--- src/rtl/timer_counter.sv ---
// Delay timer for a serial-load / count-down control FSM.
// A 4-bit delay value is shifted in MSB first, then counted down one unit
// every TICKS cycles; done_counting flags the final cycle of the
// (delay+1)*TICKS window and stays high while counting is held.
module timer_counter #(
    parameter int unsigned TICKS  = 1000,
    parameter int unsigned TICK_W = 10
) (
    input  logic       clk,
    input  logic       reset,
    input  logic       data,
    input  logic       shift_ena,
    input  logic       counting,
    output logic       done_counting,
    output logic [3:0] count
);

    localparam logic [TICK_W-1:0] TickReload = TICK_W'(TICKS - 1);

    logic [3:0]        r_delay;
    logic [TICK_W-1:0] r_tick;
    logic [3:0]        w_delay_next;
    logic [TICK_W-1:0] w_tick_next;
    logic              w_tick_zero;
    logic              w_delay_zero;
    logic              w_done;

    assign w_tick_zero  = (r_tick == '0);
    assign w_delay_zero = (r_delay == 4'd0);
    // Reset forces tick to a non-zero value, so done is already low in reset;
    // the explicit gate keeps the output clean whatever counting does.
    assign w_done       = reset & counting & w_delay_zero & w_tick_zero;

    // Next-state: shift wins over counting; count stops once done is reached.
    always_comb begin
        w_delay_next = r_delay;
        w_tick_next  = r_tick;
        if (shift_ena) begin
            w_delay_next = {r_delay[2:0], data};
            w_tick_next  = TickReload;
        end else if (counting && !w_done) begin
            if (w_tick_zero) begin
                // Unit boundary; delay is non-zero here because done is low.
                w_tick_next  = TickReload;
                w_delay_next = r_delay - 4'd1;
            end else begin
                w_tick_next  = r_tick - TICK_W'(1);
            end
        end
    end

    // State registers with asynchronous active-low reset.
    always_ff @(posedge clk or negedge reset) begin
        if (!reset) begin
            r_delay <= 4'd0;
            r_tick  <= TickReload;
        end else begin
            r_delay <= w_delay_next;
            r_tick  <= w_tick_next;
        end
    end

    assign done_counting = w_done;
    assign count         = r_delay;

endmodule

--- config.mk ---
export PLATFORM = sky130hd
export DESIGN_NAME = timer_counter
export DESIGN_NICKNAME = d
export VERILOG_FILES = /design/src/rtl/timer_counter.sv
export SDC_FILE = /design/constraint.sdc
export NUM_CORES = 1
export LEC_CHECK = 0
export CAP_MARGIN = 10
export CORE_UTILIZATION = 45
export DETAILED_ROUTE_END_ITERATION = 10
export PLACE_DENSITY = 0.66
export REMOVE_ABC_BUFFERS = 1
export SETUP_SLACK_MARGIN = 0.15
export SYNTH_ARGS = -nofsm -noshare
export SYNTH_HDL_FRONTEND = slang
export SYNTH_SLANG_ARGS = --single-unit
--- constraint.sdc ---
create_clock -name clk -period 2.6 [get_ports clk]
set_input_delay 0.26 -clock clk [delete_from_list [all_inputs] [get_ports clk]]
set_output_delay 0.26 -clock clk [all_outputs]
set_load 0.01 [all_outputs]
==> flow_summary.toml <==
[timing]
period_share_pct = 89.67
setup_viol = 0
hold_viol = 0
hold_ws_ns = 0.1893
finalWorstSetupSlack_ns = 0.2685
finClkSkew_ns = 0.001007
relSlewSlack_pct = 68.62
setup_tns_ns = 0
rsz0062_at_grt = "false"
period_minus_slack_ns = 2.331
tightest_slew_ns = 0.4671
drv_slew = 0
max_clock_freq_mhz = 428.9

[setup_path]
crit_fanout = 6
reg2reg_setup_slack_ns = 0.34
crit_arrival_ns = 2.07
endpoint_kind = "output port"
path_cells = "inv_1, ha_1, or4b_2, nor4_4, dlygate4sd2_1"
max_stage_delay_ns = 0.64
path_class = "reg -> out"
cpMaxStageDelayCell = "or4b_2"
timing.critical_path.required_ns = 2.34
worstReg2RegStart = "count[0]"
rr_endpoint = "r_tick[1]"
crit_path_start_kind = "flip-flop"
reg2reg_depth = 7

[floorplanning]
start_util_pct = 50.14
core-area_um2 = 1802
die_area_um2 = 2191
die_h_um = 46.81
io_pins = 10
rows = 15
die_x_um = 46.81

[route]
num_vias = 845
drt_iter0_drc = 31
wl_per_cell_um = 15.48
firstDrtPassIters = 5
final_antenna_net_count = 0
routed_wl_mm = 2.121
avgViaCountPerCell = 6.168
drc = 0

[outcome]
status = "complete, no violations"

[clock_network]
clockBufferDepth = 2
path_clk_slew_ns = 0.09
clock_latency_ns = 0.28
cts_hold_buf = 0
cts_sinks = 14
cts-buffers-inserted = 3
cts-root-buf = "clkbuf_4"
cts_tree = "yes"
htreeDepth = 1

[global_route]
grt_pass1_wl_mm = 3.553
grt_pass1_vias = 786
grt_antenna_before_repair = 0
grt.overflow.total = 0
grt_max_degree = 11
grt_usage_pct = 23.58

[synthesis]
synth_top_area_share_pct = 23.27
yosysTopAreaCell = "dfstp_2"
synth_area_leaders = "dfstp_2 (23%), dfrtp_1 (17%), or3_1 (4.8%)"
ys_warn_count = 0
synth_area_um2 = 903.4
ys_seq_area_share_pct = 39.89
async_flop_share_pct = 100.0
synth-seq-cells = 14
syn_inst = 95
yosysMostFrequentCell = "dfstp_2"
synth-main-ff-cell = "dfstp_2"
synth_area_per_cell_um2 = 9.509
synth_cell_types = 40
synth_edf_count = 0
synth_common_cells = "dfstp_2 (8), inv_1 (7), or3_1 (7)"

[power_and_ir_drop]
comb_power_share_pct = 15.6
p_leak_nw = 0.4410
ir_worst_vdd_uv = 364.5
power.switching_w = 0.0001300
clockPowerShare_pct = 33.3
sw_frac_of_total_pct = 26.68
pwr-share-seq_pct = 51.1
cellInternalPower_w = 0.0003574
powerDensity_nw_per_um2 = 441.6

[cells_and_area]
drive_above_1_share_pct = 23.21
fin_cells = 137
nNetsFinal = 121
areaGrowthSynthToFinish_pct = 22.16
multi_input_area_um2 = 504.2
fillerInstances = 168
regArea_um2 = 360.3
antenna_cells = 0

[run]
maxCapViolations = 0

[worst_hold_path]
hp-class = "in -> async"

[placement]
hpwl_mm = 1.561
pre_cts_slack_ns = 0.2814
gp_congestion = 0.9104
post-place-cells = 133
io_buffers = 9
-- through the flow --
| stage | utilization [%] | power (W) | instance area [um2] |
|---|---|---|---|
| after floorplan | - | 0.0002830 | 890.9 |
| after global routing | 61.25 | 0.0005120 | 1104 |
| after global placement | 59.10 | 0.0003269 | 1065 |
| final | 61.25 | 0.0004874 | 1104 |
| after CTS | 61.25 | 0.0004896 | 1104 |
| after detailed placement | 59.10 | 0.0003278 | 1065 |
-- worst max-delay path by stage --
stage	slack (ns)	start	end	depth (start not counted)
final	0.27	count[0]	done_counting	5
after floorplan	0.39	count[0]	r_tick[1]	6
after detailed placement	0.28	r_tick[0]	done_counting	5
after global placement	0.31	r_tick[0]	done_counting	5
after CTS	0.26	count[0]	done_counting	5
after global routing	0.18	count[0]	done_counting	5
-- repair_timing --
action,in CTS,in global routing
hold endpoints to repair,0,0
endpoints found under the setup margin,1,0
resized for setup,2,0
buffers inserted,0,0
-- sequential cells by signal (all words and copies together) (netlist names) --
name    count
r_tick     10
count       4
-- per-layer routing --
metal / routed length, um / global-route usage (%) / part of all wire [%] / vias up
li1: - / - / - / 402
met1: 1059 / 34.95 / 50 / 409
met2: 947 / 34.44 / 45 / 32
met3: 101 / 5.769 / 4.8 / 2
met4: 12 / 6.286 / 0.57 / 0
met5: 0 / 0 / 0 / -
-- cells by family (layout without fill, tap and decap cells) --
family | count (synthesis) | in the layout | share of synthesized area (%)
and+or+nand+nor | 38 | 38 | 27.84
DFF | 14 | 14 | 39.89
AOI/OAI and AO/OA | 27 | 27 | 21.05
adders and majority gates | 3 | 3 | 4.156
muxes | 2 | 2 | 2.355
buffers and inverters | 11 | 28 | 4.709
-- worst max-delay path, delay by kind of cell, from the launching register on --
| kind | cells | cell delay (ns) |
|---|---|---|
| and+or+nand+nor | 2 | 0.80 |
| adders and majority gates | 1 | 0.17 |
| buffers and inverters | 2 | 0.39 |
| DFF | 1 | 0.43 |
-- final cells by class --
cell class              count  area share [%]
clock buffers               4           3.288
inverters                   8           2.721
multi-input cells          70           45.69
flip-flops and latches     14           32.65
well taps                  25           2.834
repair buffers             16           12.81
-- layout by cell type, fill, tap and decap left out, types with 2 or more instances in the layout --
cell type / instances
dfrtp_1: 6
buf_4: 7
o211ai_1: 3
nor3_1: 2
clkdlybuf4s50_1: 8
or3_1: 7
inv_1: 7
nand3_1: 2
a21oi_1: 3
nand2_1: 4
clkbuf_4: 3
ha_1: 3
and3_1: 2
nor4b_1: 2
o31ai_1: 5
o21ai_0: 3
dfstp_2: 8
a31oi_1: 5
nor4_1: 3
nor2_1: 6
-- power by group through the flow --
| stage | Combinational (W) | Clock [W] | Sequential, W |
|---|---|---|---|
| 3_5_place_dp | 0.0000759 | 0 | 0.000252 |
| 3_3_place_gp | 0.0000754 | 0 | 0.000251 |
| 5_1_grt | 0.0000859 | 0.000175 | 0.000251 |
| 2_1_floorplan | 0.0000315 | 0 | 0.000252 |
| 4_1_cts | 0.0000765 | 0.000165 | 0.000248 |
| 6_report | 0.0000760 | 0.000162 | 0.000249 |
Note: power is estimated with default switching activity, not from simulation.
